==> config.mk <==
export PLATFORM = sky130hd
export DESIGN_NAME = prl_hard_reset_ctrl
export DESIGN_NICKNAME = d
export VERILOG_FILES = /design/src/rtl/prl_pkg.sv /design/src/rtl/prl_cycle_timer.sv /design/src/rtl/prl_hard_reset_ctrl.sv
export SDC_FILE = /design/constraint.sdc
export NUM_CORES = 1
export LEC_CHECK = 0
export BUFFER_PORTS_ARGS = -buffer_cell sky130_fd_sc_hd__buf_4
export CORE_AREA = 5 5 85 87
export DETAILED_ROUTE_END_ITERATION = 8
export DIE_AREA = 0 0 90 92
export PLACE_DENSITY = 0.61
export SLEW_MARGIN = 20
export SYNTH_ARGS = -nofsm -noshare
export SYNTH_HDL_FRONTEND = slang
export SYNTH_SLANG_ARGS = --single-unit
export TNS_END_PERCENT = 20
==> constraint.sdc <==
create_clock -name CLK -period 2.7 [get_ports CLK]
set_input_delay 0.135 -clock CLK [delete_from_list [all_inputs] [get_ports CLK]]
set_output_delay 0.135 -clock CLK [all_outputs]
set_load 0.03 [all_outputs]
==> src/rtl/prl_pkg.sv <==
// prl_pkg: shared encodings for the PD protocol-layer hard/cable reset controller
package prl_pkg;
  typedef enum logic [6:0] {
    IDLE      = 7'b0000001,
    WAIT_REQ  = 7'b0000010,
    CONSTRUCT = 7'b0000100,
    WAIT_ACK  = 7'b0001000,
    SUCCESS   = 7'b0010000,
    FAILURE   = 7'b0100000,
    REPORT    = 7'b1000000
  } prl_state_t;
  localparam logic [2:0] TX_HARD  = 3'b101;
  localparam logic [2:0] TX_CABLE = 3'b110;
  localparam int ALERT_TX_FAIL = 4;
  localparam int ALERT_TX_OK   = 6;
endpackage

==> src/rtl/prl_cycle_timer.sv <==
// prl_cycle_timer: clearable up-counter flagging a programmable terminal count
module prl_cycle_timer #(
  parameter int W = 8
) (
  input  logic         clk_i,
  input  logic         rst_ni,
  input  logic         clr_i,
  input  logic         en_i,
  input  logic [W-1:0] tc_i,
  output logic         expired_o
);
  logic [W-1:0] cnt_q, cnt_d;
  always_comb cnt_d = clr_i ? '0 : en_i ? cnt_q + W'(1) : cnt_q;
  always_ff @(posedge clk_i) cnt_q <= !rst_ni ? '0 : cnt_d;
  assign expired_o = en_i && cnt_q == tc_i;
endmodule

==> src/rtl/prl_hard_reset_ctrl.sv <==
// prl_hard_reset_ctrl: issues hard/cable reset signalling to the PHY with timed retries
module prl_hard_reset_ctrl
  import prl_pkg::*;
#(
  parameter int TIMEOUT_CYCLES = 16,
  parameter int N_RETRY        = 2,
  parameter int ALERT_W        = 16
) (
  input  logic               CLK,
  input  logic               reset,
  input  logic [15:0]        iAlert,
  input  logic [7:0]         ioTRANSMIT,
  input  logic               PHY_ACK,
  input  logic [ALERT_W-1:0] alert_clr,
  output logic [7:0]         oTRANSMIT,
  output logic [ALERT_W-1:0] ALERT,
  output logic [7:0]         oRECEIVE_DETECT,
  output logic [7:0]         oRECEIVE_BYTE_COUNT,
  output logic               PHY_Stop_Attempting_Reset,
  output logic               busy,
  output logic [2:0]         attempt_cnt
);
  prl_state_t         state_q;
  logic [7:0]         tx_q, det_q, cnt_q;
  logic [ALERT_W-1:0] alert_q, alert_d;
  logic [4:0]         hi_q;
  logic [2:0]         att_q;
  logic               cable_q, ok_q, stop_q, busy_q, expired;
  logic               unused_alert;
  assign unused_alert = ^{iAlert[15:4], iAlert[2:0]};
  prl_cycle_timer #(.W(8)) u_timer (
    .clk_i    (CLK),
    .rst_ni   (reset),
    .clr_i    (state_q == CONSTRUCT),
    .en_i     (state_q == WAIT_ACK),
    .tc_i     (8'(TIMEOUT_CYCLES - 1)),
    .expired_o(expired)
  );
  always_comb alert_d = (alert_q & ~alert_clr) |
                        (ALERT_W'(state_q == REPORT) << (ok_q ? ALERT_TX_OK : ALERT_TX_FAIL));
  always_ff @(posedge CLK) begin
    if (!reset) begin
      state_q <= IDLE;
      tx_q    <= '0;
      det_q   <= '0;
      cnt_q   <= '0;
      alert_q <= '0;
      hi_q    <= '0;
      att_q   <= '0;
      cable_q <= 1'b0;
      ok_q    <= 1'b0;
      stop_q  <= 1'b0;
      busy_q  <= 1'b0;
    end else begin
      alert_q <= alert_d;
      unique case (state_q)
        IDLE: state_q <= WAIT_REQ;
        WAIT_REQ: if (iAlert[3]) begin
          state_q <= CONSTRUCT;
          cable_q <= ioTRANSMIT[2:0] == TX_CABLE;
          hi_q    <= ioTRANSMIT[7:3];
          att_q   <= '0;
          stop_q  <= 1'b0;
          busy_q  <= 1'b1;
        end
        CONSTRUCT: begin
          state_q <= WAIT_ACK;
          tx_q    <= {hi_q, cable_q ? TX_CABLE : TX_HARD};
          cnt_q   <= {7'd0, cable_q};
          det_q   <= '0;
          att_q   <= att_q + 3'd1;
        end
        WAIT_ACK: begin
          if (PHY_ACK) state_q <= SUCCESS;
          else if (expired) state_q <= att_q <= 3'(N_RETRY) ? CONSTRUCT : FAILURE;
        end
        SUCCESS: begin
          state_q <= REPORT;
          ok_q    <= 1'b1;
        end
        FAILURE: begin
          state_q <= REPORT;
          ok_q    <= 1'b0;
          stop_q  <= 1'b1;
        end
        REPORT: begin
          state_q <= WAIT_REQ;
          busy_q  <= 1'b0;
        end
        default: state_q <= IDLE;
      endcase
    end
  end
  assign oTRANSMIT                 = tx_q;
  assign ALERT                     = alert_q;
  assign oRECEIVE_DETECT           = det_q;
  assign oRECEIVE_BYTE_COUNT       = cnt_q;
  assign PHY_Stop_Attempting_Reset = stop_q;
  assign busy                      = busy_q;
  assign attempt_cnt               = att_q;
endmodule

==> metrics.md <==
| Metric | Value |
|---|---|
| Num rows | 29 |
| Post-CTS Setup Bufs | 0 |
| I/O Pins | 88 |
| CP Capture Type | flip-flop |
| Starting Density | about a third |
| Leak pwr | about 1.1 nW |
| Crit path arrival time | 2.33 ns |
| Worst IR drop on VDD | 0.3036 mV |
| Post-synth ARST share | 0% |
| DIE AREA | roughly 0.0083 mm2 |
| Wirelength per Cell | approximately 13 um |
| Clk root buf | clkbuf_8 |
| CP Launch Type | flip-flop |
| Hold buffers post-CTS | 14 |
| Nets | about 350 |
| Initial DRC count | between 60 and 70 |
| GRT Total Usage | 11.52% |
| Die Span Y | around 92 um |
| Post-Syn Area | approximately 0.0021 mm2 |
| Core ar. | 0.006277 mm2 |
| CTS tree | built |
| # diodes | 0 |
| Worst-Skew Late Latency | about 0.30 ns |
| RSZ-0062 raised after global routing | no |
| First-pass GRT wire length | about 7900 um |
| Ys flop type | dfxtp_1 |
| RD Place Congestion | approximately 0.79 |
| CTS clk-pin slew, worst paths | about 0.090 ns |
| Sink Count | between 50 and 60 |
| Vias in the first global route | around 1700 |
| Ratio of final minimum period to clock period | 79.25% |
| Total negative slack | 0 ns |
| Clock skew after layout | around 0.0044 ns |
| # port buffers | 57 |
| Layout Area Growth over Synthesis | 31.99% |
| Register area share after synthesis | around 48% |
| CTS Buf Count | 5 |
| MaxCap Viol Count | 0 |
| Largest net degree at the start of global routing | 17 |
| Synth cell types | 47 |
| CTS H-tree lvls | 2 |
| Dpl hpwl | 3458 um |
| EDFF count, synth | 0 |
| Residual DRC | 0 |
| Crit-path max FO | 16 |
| Synth warn | 0 |
| Initial antenna violation count | 0 |
| Synthesis-stage register bit count | 51 |
| Via Count | 1767 |
| Clock Path Buffers | 2 |
| Max_slew headroom | between 60% and 70% |
| Pwr/cell area | around 520 mW/mm2 |
| Final non-filler cell total | roughly 380 |
| Die width | roughly 90 um |
| First-pass DRT Iterations | 4 |
| Worst path cell trace | or4_4 -> or3_1 -> nand2_1 -> nor2_1 |
| Worst slew pin tran | 0.5859 ns |
| Max incr delay on CP | 0.67 ns |
| Final count of negative-setup-slack endpoints | 0 |
| Layout cells sized above 1 | between 20 and 25% |
| Storage cell area | about 0.0010 mm2 |
| Syn avg cell area | about 9.2 um2 |
| Grt ovf | 0 |
| Critical path buffer and inverter count | 0 |
| Final min period | around 2.1 ns |
| DRT antenna net count | 0 |
| Status | finished, final reports clean |
| Multi-input logic area | a little under 0.001 mm2 |
| Vias per cell | roughly 4.7 |
| WP data required | ~2.9 ns |
| # placed instances | 358 |
| Count of mapped cells out of synthesis | about 230 |
| Fin. max-slew vios | 0 |
| Maximum clock frequency | approximately 470 MHz |
| Drt total wl | ~5000 um |
| Family with the most delay on the worst path | simple AND/OR/NAND/NOR gates |
| Post_cts resized | 0 |
| Worst setup path class | reg -> reg |
| Hold Fails Final Rpt | 0 |
| Final design utilization | 44.99% |
| Crit-path slowest cell | or4_4 |
| # fillers | between 600 and 700 |
| Min-Delay Path Class | in -> reg |
## kinds of logic after synthesis
logic type | Yosys count | share of synthesized area [%]
simple gates | 100 | 26.84
flops | 51 | 47.72
compound gates | 33 | 9.533
buf+inv | 32 | 8.772
xor+xnor | 7 | 2.866
mux | 5 | 2.339
fa+ha+maj | 3 | 1.755
other cells | 1 | 0.1753
## cells in the mapped netlist (2+ instances only)
cell / number / share of area (%)
dfxtp_1: 51 / 48
nand2_1: 21 / 3.7
nor2_1: 21 / 3.7
buf_4: 16 / 5.6
a21oi_1: 15 / 3.5
nor3b_1: 13 / 4.6
clkbuf_1: 8 / 1.4
inv_1: 7 / 1.2
nand3_1: 7 / 1.6
nor4_1: 6 / 1.8
mux2i_1: 5 / 2.3
nor3_1: 5 / 1.2
o21ai_0: 5 / 1.2
xnor2_1: 5 / 2.0
nand3b_1: 4 / 1.4
ha_1: 3 / 1.8
nand2b_1: 3 / 0.88
and3_1: 2 / 0.58
nand4b_1: 2 / 0.82
nor2b_1: 2 / 0.58
o211ai_1: 2 / 0.70
or3_1: 2 / 0.58
or4_1: 2 / 0.70
xor2_1: 2 / 0.82
## report_power, final
group          total [W]  leakage, nW  internal (W)  switching (W)
Combinational   0.000178        0.677     0.0000752       0.000103
Sequential      0.000778        0.411      0.000763      0.0000153
Clock           0.000519       0.0502      0.000271       0.000248
## metal layers
layer	routed length [um]	share of wire, %	GRT usage (%)	up-vias
met5	0	0	0	-
li1	-	-	-	910
met1	2101	43	13.46	801
met4	92	1.9	4.839	0
met3	288	5.8	3.273	8
met2	2446	50	19.76	48
## metrics by stage
stage,area [um2],total power [W],hold slack (ns),setup WS (ns)
after global routing,2824,0.001540,0.03549,0.4556
final,2824,0.001475,0.03744,0.5603
after detailed placement,2577,0.0009566,0.2961,0.5756
after global placement,2577,0.0009547,0.2929,0.5673
after CTS,2824,0.001493,0.02735,0.5656
after floorplan,2192,0.0009240,0.2074,0.7414
## worst paths after layout
path         startpoint                to  slack, ns  cells past startpoint
max          state_q[4]  u_timer.cnt_q[5]       0.56                      4
min             PHY_ACK        state_q[5]       0.04                      2
max reg2reg  state_q[4]  u_timer.cnt_q[5]       0.56                      4
min reg2reg   ALERT[15]         ALERT[15]       0.45                      2
## layout by cell type, fill, tap and decap left out, types with 2 or more instances in the layout
master	n
buf_4	60
dfxtp_1	51
nor2_1	21
nand2_1	21
a21oi_1	15
conb_1	15
dlygate4sd3_1	14
nor3b_1	13
inv_1	7
nand3_1	7
nor4_1	6
mux2i_1	5
nor3_1	5
o21ai_0	5
xnor2_1	5
clkbuf_8	5
nand3b_1	4
nand2b_1	3
ha_1	3
or4_1	2
o211ai_1	2
nor2b_1	2
or3_1	2
nand4b_1	2
xor2_1	2
and3_1	2
## registers in the layout, summed over array words and instances, names as in the netlist
name / count
ALERT: 16
oTRANSMIT: 8
u_timer.cnt_q: 8
state_q: 7
hi_q: 5
attempt_cnt: 3
PHY_Stop_Attempting_Reset: 1
busy: 1
cable_q: 1
ok_q: 1
## cell type report
| cell class | instances | area share (%) |
|---|---|---|
| Sequential cell | 51 | 36.15 |
| Clock buffer | 5 | 2.437 |
| Multi-Input combinational cell | 163 | 34.82 |
| Inverter | 7 | 0.9304 |
| Clock inverter | 2 | 1.329 |
| Tap cell | 77 | 3.412 |
| Timing Repair Buffer | 74 | 20.91 |
(Power assumes the default switching activity.)
